$ cat src/rtl/imdct_seq_pkg.sv
// imdct_seq_pkg
// Shared definitions for the IMDCT frame sequencer.
//   state_t     : sequencer FSM states
//   FRAME_LONG  : words per frame when tabidx = 1
//   FRAME_SHORT : words per frame when tabidx = 0
//   ADDR_W      : engine RAM address width
//   SKID_W      : skid entry width (32-bit data + last flag)
package imdct_seq_pkg;

  localparam int unsigned FRAME_LONG  = 1024;
  localparam int unsigned FRAME_SHORT = 128;
  localparam int unsigned ADDR_W      = 10;
  localparam int unsigned SKID_W      = 33;

  typedef enum logic [2:0] {
    ST_IDLE  = 3'd0,
    ST_LOAD  = 3'd1,
    ST_FILL  = 3'd2,
    ST_KICK  = 3'd3,
    ST_WAIT  = 3'd4,
    ST_DRAIN = 3'd5
  } state_t;

endpackage

$ cat src/rtl/imdct_seq_skid.sv
// imdct_seq_skid
// Two-entry FIFO holding engine read data ({last, data}) on its way to the
// output stream. Occupancy is exported so the sequencer can throttle reads.
// Ports:
//   clk, rst_n : clock, synchronous active-low reset
//   i_push     : write i_data (caller guarantees the buffer is not full)
//   i_data     : {last, data} entry
//   i_pop      : consumer ready; an entry leaves when o_valid & i_pop
//   o_valid    : buffer non-empty
//   o_data     : head entry
//   o_occ      : number of stored entries (0..2)
module imdct_seq_skid
  import imdct_seq_pkg::*;
(
  input  logic              clk,
  input  logic              rst_n,
  input  logic              i_push,
  input  logic [SKID_W-1:0] i_data,
  input  logic              i_pop,
  output logic              o_valid,
  output logic [SKID_W-1:0] o_data,
  output logic [1:0]        o_occ
);

  logic [SKID_W-1:0] r_mem [2];
  logic              r_wr_ptr;
  logic              r_rd_ptr;
  logic [1:0]        r_occ;
  logic              w_pop;

  assign w_pop   = i_pop && (r_occ != 2'd0);
  assign o_valid = (r_occ != 2'd0);
  assign o_data  = r_mem[r_rd_ptr];
  assign o_occ   = r_occ;

  always_ff @(posedge clk) begin
    if (!rst_n) begin
      r_mem[0] <= '0;
      r_mem[1] <= '0;
      r_wr_ptr <= 1'b0;
      r_rd_ptr <= 1'b0;
      r_occ    <= 2'd0;
    end else begin
      if (i_push) begin
        r_mem[r_wr_ptr] <= i_data;
        r_wr_ptr        <= ~r_wr_ptr;
      end
      if (w_pop) begin
        r_rd_ptr <= ~r_rd_ptr;
      end
      // Push and pop together leave the occupancy unchanged.
      case ({i_push, w_pop})
        2'b10:   r_occ <= r_occ + 2'd1;
        2'b01:   r_occ <= r_occ - 2'd1;
        default: r_occ <= r_occ;
      endcase
    end
  end

endmodule

$ cat src/rtl/imdct_frame_sequencer.sv
// imdct_frame_sequencer
// Frame controller for the dual-function IMDCT/FFT RAM engine: loads one
// frame of coefficients into the engine RAM, pulses start, waits for done,
// then streams the processed frame out.
// Optional feature macro: IMDCT_SEQ_WATCHDOG_EN (WAIT timeout of TIMEOUT
// cycles; on expiry frame_err is set and the frame is abandoned).
// Ports:
//   clk, rst_n            : clock, synchronous active-low reset
//   cfg_*                 : frame configuration, latched on IDLE->LOAD
//   s_valid/s_ready/s_data/s_last : input coefficient stream
//   m_valid/m_ready/m_data/m_last : output sample stream
//   busy                  : state is not IDLE
//   frame_err             : sticky frame error, cleared when a frame starts
//   eng_*                 : engine RAM port, start/done and controls
// Both streams use valid/ready: a word transfers on a clock edge where
// valid and ready are both high; valid never depends on ready.
module imdct_frame_sequencer
  import imdct_seq_pkg::*;
#(
  parameter int unsigned TIMEOUT = 65535
) (
  input  logic              clk,
  input  logic              rst_n,
  input  logic              cfg_tabidx,
  input  logic              cfg_mode,
  input  logic              cfg_func,
  input  logic              cfg_auto,
  input  logic [4:0]        cfg_es,
  input  logic              s_valid,
  output logic              s_ready,
  input  logic [31:0]       s_data,
  input  logic              s_last,
  output logic              m_valid,
  input  logic              m_ready,
  output logic [31:0]       m_data,
  output logic              m_last,
  output logic              busy,
  output logic              frame_err,
  output logic [31:0]       eng_din,
  output logic              eng_we,
  output logic              eng_ram_en,
  output logic [ADDR_W-1:0] eng_addr,
  output logic              eng_start,
  output logic              eng_tabidx,
  output logic              eng_mode,
  output logic              eng_func,
  output logic              eng_auto,
  output logic              eng_bit_rev,
  output logic [4:0]        eng_es,
  input  logic [31:0]       eng_dout,
  input  logic              eng_done,
  input  logic              eng_progress
);

  state_t            r_state;
  logic [ADDR_W-1:0] r_cnt;
  logic [ADDR_W-1:0] r_rcnt;
  logic              r_tabidx;
  logic              r_mode;
  logic              r_func;
  logic              r_auto;
  logic [4:0]        r_es;
  logic              r_frame_err;
  logic              r_rd_all;
  logic              r_inflight;
  logic              r_inflight_last;

  logic [ADDR_W-1:0] w_last_addr;
  logic              w_load_hs;
  logic              w_rd_issue;
  logic              w_pop;
  logic              w_skid_valid;
  logic [SKID_W-1:0] w_skid_data;
  logic [1:0]        w_occ;
  logic [1:0]        w_occ_net;

`ifdef IMDCT_SEQ_WATCHDOG_EN
  logic [15:0]       r_wd;
`else
  logic              w_unused_timeout;
  assign w_unused_timeout = (TIMEOUT != 0);
`endif

  assign w_last_addr = r_tabidx ? ADDR_W'(FRAME_LONG - 1) : ADDR_W'(FRAME_SHORT - 1);
  assign s_ready     = (r_state == ST_LOAD);
  assign w_load_hs   = s_ready && s_valid;
  assign w_pop       = w_skid_valid && m_ready;

  // Occupancy net of this cycle's pop, so a steady m_ready sustains one
  // read per cycle while the buffer plus the read in flight never exceed 2.
  assign w_occ_net  = w_occ - {1'b0, w_pop};
  assign w_rd_issue = (r_state == ST_DRAIN) && !r_rd_all &&
                      (({1'b0, w_occ_net} + {2'b00, r_inflight}) < 3'd2);

  // Engine RAM port: load writes, zero-fill writes and drain reads never
  // overlap because they belong to different states.
  always_comb begin
    eng_we     = 1'b0;
    eng_ram_en = 1'b0;
    eng_addr   = '0;
    eng_din    = '0;
    if (w_load_hs) begin
      eng_we     = 1'b1;
      eng_ram_en = 1'b1;
      eng_addr   = r_cnt;
      eng_din    = s_data;
    end else if (r_state == ST_FILL) begin
      eng_we     = 1'b1;
      eng_ram_en = 1'b1;
      eng_addr   = r_cnt;
    end else if (w_rd_issue) begin
      eng_ram_en = 1'b1;
      eng_addr   = r_rcnt;
    end
  end

  assign eng_start   = (r_state == ST_KICK);
  assign eng_tabidx  = r_tabidx;
  assign eng_mode    = r_mode;
  assign eng_func    = r_func;
  assign eng_auto    = r_auto;
  assign eng_es      = r_es;
  assign eng_bit_rev = 1'b0;
  assign busy        = (r_state != ST_IDLE);
  assign frame_err   = r_frame_err;
  assign m_valid     = w_skid_valid;
  assign m_data      = w_skid_data[31:0];
  assign m_last      = w_skid_data[32];

  always_ff @(posedge clk) begin
    if (!rst_n) begin
      r_state         <= ST_IDLE;
      r_cnt           <= '0;
      r_rcnt          <= '0;
      r_tabidx        <= 1'b0;
      r_mode          <= 1'b0;
      r_func          <= 1'b0;
      r_auto          <= 1'b0;
      r_es            <= '0;
      r_frame_err     <= 1'b0;
      r_rd_all        <= 1'b0;
      r_inflight      <= 1'b0;
      r_inflight_last <= 1'b0;
`ifdef IMDCT_SEQ_WATCHDOG_EN
      r_wd            <= '0;
`endif
    end else begin
      // Read data returns one cycle after issue; tag the final address.
      r_inflight      <= w_rd_issue;
      r_inflight_last <= w_rd_issue && (r_rcnt == w_last_addr);

      case (r_state)
        ST_IDLE: begin
          if (s_valid && !eng_progress) begin
            r_tabidx    <= cfg_tabidx;
            r_mode      <= cfg_mode;
            r_func      <= cfg_func;
            r_auto      <= cfg_auto;
            r_es        <= cfg_es;
            r_frame_err <= 1'b0;
            r_cnt       <= '0;
            r_state     <= ST_LOAD;
          end
        end
        ST_LOAD: begin
          if (w_load_hs) begin
            if (r_cnt == w_last_addr) begin
              if (!s_last) r_frame_err <= 1'b1;
              r_state <= ST_KICK;
            end else begin
              r_cnt <= r_cnt + 1'b1;
              if (s_last) begin
                r_frame_err <= 1'b1;
                r_state     <= ST_FILL;
              end
            end
          end
        end
        ST_FILL: begin
          if (r_cnt == w_last_addr) r_state <= ST_KICK;
          else                      r_cnt   <= r_cnt + 1'b1;
        end
        ST_KICK: begin
          r_state <= ST_WAIT;
`ifdef IMDCT_SEQ_WATCHDOG_EN
          r_wd    <= '0;
`endif
        end
        ST_WAIT: begin
          // Every engine completion (IMDCT, chained or single FFT) ends WAIT.
          if (eng_done) begin
            r_rcnt   <= '0;
            r_rd_all <= 1'b0;
            r_state  <= ST_DRAIN;
          end
`ifdef IMDCT_SEQ_WATCHDOG_EN
          else if (r_wd == 16'(TIMEOUT - 1)) begin
            r_frame_err <= 1'b1;
            r_state     <= ST_IDLE;
          end else begin
            r_wd <= r_wd + 16'd1;
          end
`endif
        end
        ST_DRAIN: begin
          if (w_rd_issue) begin
            if (r_rcnt == w_last_addr) r_rd_all <= 1'b1;
            else                       r_rcnt   <= r_rcnt + 1'b1;
          end
          if (w_pop && w_skid_data[32]) r_state <= ST_IDLE;
        end
        default: r_state <= ST_IDLE;
      endcase
    end
  end

  imdct_seq_skid u_skid (
    .clk     (clk),
    .rst_n   (rst_n),
    .i_push  (r_inflight),
    .i_data  ({r_inflight_last, eng_dout}),
    .i_pop   (m_ready),
    .o_valid (w_skid_valid),
    .o_data  (w_skid_data),
    .o_occ   (w_occ)
  );

endmodule
$ cat config.mk
export PLATFORM = sky130hd
export DESIGN_NAME = imdct_frame_sequencer
export DESIGN_NICKNAME = d
export VERILOG_FILES = /design/src/rtl/imdct_seq_pkg.sv /design/src/rtl/imdct_seq_skid.sv /design/src/rtl/imdct_frame_sequencer.sv
export SDC_FILE = /design/constraint.sdc
export NUM_CORES = 1
export LEC_CHECK = 0
export CAP_MARGIN = 10
export CORE_UTILIZATION = 50
export DETAILED_ROUTE_END_ITERATION = 10
export PLACE_DENSITY = 0.93
export SKIP_LAST_GASP = 1
export SLEW_MARGIN = 30
export SYNTH_ARGS = -nofsm -noshare
export SYNTH_HDL_FRONTEND = slang
export SYNTH_HIERARCHICAL = 1
export SYNTH_SLANG_ARGS = --single-unit
$ cat constraint.sdc
create_clock -name clk -period 7.1 [get_ports clk]
set_input_delay 2.13 -clock clk [delete_from_list [all_inputs] [get_ports clk]]
set_output_delay 2.13 -clock clk [all_outputs]
set_load 0.05 [all_outputs]
==> results of run 1 <==
critical path, cell delays in order:
cell	delay, ns
clkdlybuf4s50_1	0.96
and3_1	0.34
clkdlybuf4s50_1	0.83
metrics by stage:
step                setup WS [ns]  power [µW]
finish                      0.705        1280
global placement            0.773         919
global route                0.546        1320
CTS                         0.702        1290
detailed placement          0.695         924
floorplan                    1.08         827
worst max-delay path by stage:
stage	slack (ns)	endpoint
6_report	0.70	eng_din[27]
5_1_grt	0.55	eng_addr[7]
4_1_cts	0.70	eng_din[27]
3_5_place_dp	0.69	eng_din[27]
3_3_place_gp	0.77	eng_din[27]
2_1_floorplan	1.08	eng_addr[0]
routing by layer:
metal	share of wire, %	vias to the layer above	track usage [%]
met3	6.4	21	5.01
met1	39	2104	29.3
met4	1.9	0	10.9
met2	53	204	45.9
met5	0	-	0
li1	-	2099	-
registers in the layout, indices dropped and copies added (netlist names), 2 cells and up, named ones only:
name / count
u_skid/r_mem: 66
r_cnt: 10
r_rcnt: 10
eng_es: 5
r_state: 3
u_skid/o_occ: 2
placed cells by master, fill, tap and decap left out, types with 6 or more instances in the layout:
master | netlist | routed
nand2_1 | 69 | 69
a22o_1 | 10 | 10
a21boi_1 | 13 | 13
buf_4 | 1 | 12
clkbuf_8 | 0 | 9
clkdlybuf4s50_1 | 0 | 157
a21oi_1 | 18 | 18
and3_1 | 36 | 36
o21ai_1 | 6 | 6
or3_1 | 9 | 9
nor2_1 | 69 | 69
dfxtp_1 | 41 | 41
edfxtp_1 | 66 | 66
buf_12 | 0 | 10
inv_1 | 10 | 10
mux2_2 | 33 | 33
o21ai_0 | 6 | 6
area by class of cell:
type	count	area, µm²
Tap cell	133	166
Inverter	10	37.5
Clock buffer	11	131
Clock inverter	5	62.6
Multi-Input combinational cell	350	2220
Sequential cell	107	2800
Timing Repair Buffer	180	1870
Fill cell	667	2660
power by group through the flow:
stage                     combinational [µW]  clock [µW]  sequential (µW)
after global placement                   223           0              696
final                                    227         366              684
after detailed placement                 226           0              698
after floorplan                          123           0              704
after CTS                                228         374              684
after global routing                     239         399              686
cells by family after synthesis:
family	count (synthesis)
flip-flops	107
AO/OA/AOI/OAI	76
multiplexers	34
adder cells (fa/ha/maj)	4
other	1
buffers and inverters	44
AND/OR/NAND/NOR	228
XOR/XNOR	7
==> out/results.ini, run 1 <==
[run_status]
outcome = finished, final reports clean

[timing]
layout_min_cycle_time_ns = 6.40
slew_violations = 0
grt_setup_unrepaired = no
hold_viol = 0
finClkSkew_ns = 0.0104
worst_slew_pin_slew_ns = 0.804
setup_viol = 0
finalSetupTns_ns = 0
timing.hold.ws_ns = 0.459
finalCritPeriodShare_pct = 90.1
fmax_mhz = 156
relSlewSlack_pct = 45.9

[final_layout]
diodes = 0
syn2layout_area_growth_pct = 39.4
final_cell_area_um2 = 7290
post-route-util_pct = 73.2
instances_no_fill = 796
drive_gt1_share_pct = 12.2
nets = 742

[hold_path]
hold_path_class = register to register
min_path_cells = 2
whs_endpoint = eng_es[0]
holdCritStartpoint = eng_es[0]

[logic_synthesis]
syn-instance-count = 501
synth-adder-area-share_pct = 0.957
ys.flop_type = edfxtp_1
yosys_warnings = 6
synth-seq-cells = 107
synth_top_cell_by_area = edfxtp_1
synth_xor_area_share_pct = 1.17
yosys.area_share.simple_pct = 21.9
syn_nets = 585
synth_area_leaders = edfxtp_1, dfxtp_1, mux2_2
netlist_area_um2 = 5230
ys_types = 58
synth_edf_count = 66
async_flop_share_pct = 0
synth_top_family_by_area = simple AND/OR/NAND/NOR gates
synth_common_cells = nand2_1, nor2_1, edfxtp_1
synth.avg_cell_area_um2 = 10.4
synth.top_cell.area_share_pct = 37.9
synthMuxAreaShare_pct = 7.54
yosysSeqAreaShare_pct = 53.6
synth_compound_area_share_pct = 10.9

[routing]
num_vias = 4428
dr.pass1.iters = 5
drt_wl_total_um = 13600
dr.first_iter.drc_count = 183
wl_per_cell_um = 17.1
drc = 0
ant_nets = 0
vias_per_cell = 5.56

[power]
internal_power_uw = 934
p_switching_uw = 343
ir_drop_mv = 0.0914
p_seq_share_pct = 53.5
cellPowerDensity_nw_per_um2 = 175
power.share.combinational_pct = 17.8
clockPowerShare_pct = 28.7
p_leak_uw = 0.00271
swShare_pct = 26.9

[clock_network]
cts_setup_buffers = 0
hold_buffers = 0
cts_buffers = 9
htreeDepth = 3
cts-resized-gates = 0
clk-insertion-delay-late_ns = 0.36
cts_buffer_depth = 2
clkSlewWorstSetupHoldPaths_ns = 0.09
root_buffer = clkbuf_8
cts.sinks = 107
cts_tree = built

[die]
io_pins = 172
die_y_um = 104
rows = 36
start_util_pct = 52.5
coreArea_um2 = 9950
die-area_um2 = 10900
die_w_um = 104

[place]
port_buffers = 170
place_area_um2 = 7100
finalWeightedCongestion = 0.852
dpl.hpwl_um = 9610
dp_cells = 780

[critical_path]
regToRegStartpoint = u_skid/o_occ[0]
cp_max_fo = 33
arrival_ns = 4.27
worstSetupPathType = input pin to output pin
cp_data_required_time_ns = 4.97
r2r_end = r_rcnt[9]
cp-start-kind = input pin
rr_worst_depth = 9
crit_start = s_valid
crit_path_end_kind = output pin
rrSetupSlack_ns = 4.33

[global_routing]
grt_pass1_vias = 4513
grt_max_degree = 61
grtUsageTotal_pct = 25.5
overflow = 0
grt_pass1_wl_um = 21900
antenna_found_initial = 0

[run]
maxCapViolations = 0

No activity file was read; power rests on OpenSTA's default activity.
==> run 2: changes to the inputs <==
- CORE_UTILIZATION: 50 -> 60
- DONT_BUFFER_PORTS: default -> 1
- PLACE_DENSITY: 0.93 -> 0.83
==> out/results.ini, run 2 (same netlist as run 1, synthesis figures left out) <==
[critical_path]
worst_path_largest_cell_delay_ns = 0.49  ; -0.47 ns
rrSetupSlack_ns = 4.18  ; -0.15 ns
cp_max_fo = 16  ; -52%
worstSetupPathType = input pin to output pin
crit_path_end_kind = output pin
arrival_ns = 3.67  ; -0.60 ns
path_buf_inv = 1  ; -1
critPathSlowestCell = a22o_1
cp_cell_sequence = and2_1, ha_1, xor2_1, a2111oi_4, buf_4, a22o_1
cp_data_required_time_ns = 4.97  ; about the same
critPathTopFamily = compound AO/OA/AOI/OAI gates
cp-start-kind = input pin

[routing]
vias_per_cell = 6.30  ; +13%
drc = 0  ; unchanged
dr.first_iter.drc_count = 148  ; -19%
ant_nets = 0  ; unchanged
drt_wl_total_um = 11900  ; -13%
num_vias = 3752  ; -15%
dr.pass1.iters = 4  ; -1
wl_per_cell_um = 19.9  ; +16%

[final_layout]
largestRegisters = u_skid/r_mem (66), r_cnt (10), r_rcnt (10)
final_cell_mix = nand2_1, nor2_1, edfxtp_1
syn2layout_area_growth_pct = 4.93
nets = 570  ; -23%
regMostFlops = u_skid/r_mem
largest_register_ffs = 66  ; unchanged
drive_gt1_share_pct = 14.1  ; +1.8 points
diodes = 0  ; unchanged

[die]
die_y_um = 95.4  ; -8.5%
io_pins = 172  ; unchanged
rows = 33  ; -8.3%
start_util_pct = 62.7  ; +10 points
coreArea_um2 = 8340  ; -16%
die_w_um = 95.4  ; -8.5%
die-area_um2 = 9090  ; -16%

[clock_network]
cts_buffer_depth = 2  ; unchanged
cts_setup_buffers = 0  ; unchanged
htreeDepth = 3  ; unchanged
hold_buffers = 0  ; unchanged
cts_buffers = 9  ; unchanged
clkSlewWorstSetupHoldPaths_ns = 0.11  ; +0.02 ns
cts_tree = built
root_buffer = clkbuf_8
cts.sinks = 107  ; unchanged
clk-insertion-delay-late_ns = 0.37  ; about the same
cts-resized-gates = 0  ; unchanged

[run]
maxCapViolations = 0  ; unchanged

[global_routing]
grt_max_degree = 61  ; unchanged
grt_pass1_vias = 3561  ; -21%
antenna_found_initial = 0  ; unchanged
grt_pass1_wl_um = 17600  ; -20%
grtUsageTotal_pct = 26.2  ; +0.71 points
overflow = 0  ; unchanged

[timing]
hold_viol = 0  ; unchanged
fmax_mhz = 172  ; +10%
finalSetupTns_ns = 0  ; unchanged
layout_min_cycle_time_ns = 5.80  ; -0.591 ns
worst_slew_pin_slew_ns = 0.679  ; -0.125 ns
relSlewSlack_pct = 54.7  ; +8.8 points
slew_violations = 0  ; unchanged
finalCritPeriodShare_pct = 81.7  ; -8.3 points
setup_viol = 0  ; unchanged
grt_setup_unrepaired = no
finClkSkew_ns = 0.0119  ; +0.00141 ns

[power]
ir_drop_mv = 0.119  ; +30%
power.total_uw = 1240  ; -3.1%
p_leak_uw = 0.00203  ; -25%
cellPowerDensity_nw_per_um2 = 226  ; +29%

[place]
dpl.hpwl_um = 8190  ; -15%
finalWeightedCongestion = 0.868  ; +1.9%
port_buffers = 0  ; -100%

[hold_path]
hold_path_class = register to register

[run_status]
outcome = finished, final reports clean

## run 2: cell types whose count changed in the layout (fill, tap and decap cells not counted), sizes merged
| cell | change |
|---|---|
| buf | -15 |
| bufinv | +1 |
| clkbuf | -2 |
| inv | +1 |
| clkdlybuf4s50 | -157 |
## run 2: through the flow
stage / hold WS (ns) / cells / utilization, % / worst slack [ns] / area (µm²)
floorplan: 0.452 / 501 / - / 1.08 / 5230
finish: 0.494 / 596 / 65.8 / 1.30 / 5490
global route: 0.516 / 596 / 65.8 / 1.20 / 5490
detailed placement: 0.484 / 580 / 63.1 / 1.29 / 5270
global placement: 0.462 / 580 / 63.1 / 1.33 / 5270
CTS: 0.498 / 596 / 65.8 / 1.28 / 5490
## run 2: worst paths after layout
| check | from | to | cells past startpoint |
|---|---|---|---|
| worst max-delay path | m_ready | eng_addr[1] | 6 |
| worst min-delay path | r_rd_all | r_rd_all | 2 |
| worst max register to register | u_skid/o_occ[1] | r_rcnt[9] | 9 |
| worst min register to register | r_rd_all | r_rd_all | 2 |
## run 2: routing by layer
layer	wire length (µm)	vias to the layer above	share of wire, %	GRT usage (%)
met5	0	-	0	0
met4	371	0	3.1	14.3
met3	876	30	7.4	6.06
met2	6190	184	52	46.7
met1	4450	1797	37	28.7
li1	-	1741	-	-
## run 2: cell type report
cell class                 instances  area, µm²
sequential                       107       2800
clock inverter                     7       97.6
multi-input combinational        350       2230
fill                             651       2850
inverter                          10       37.5
tap                              105        131
clock buffer                       9        124
timing repair buffer               8       60.1
## run 2: worst register-to-register path: cells and delay by family (launching register included)
| kind | cells | cell delay [ns] |
|---|---|---|
| XOR/XNOR | 1 | 0.19 |
| adder cells (fa/ha/maj) | 1 | 0.20 |
| flip-flops | 1 | 0.36 |
| AND/OR/NAND/NOR | 3 | 1.23 |
| buffers and inverters | 1 | 0.26 |
| AO/OA/AOI/OAI | 3 | 0.62 |
## run 2: where the power goes
part	internal, µW	switching [µW]
Sequential	674	20.6
Clock	201	213
Combinational	27.8	102
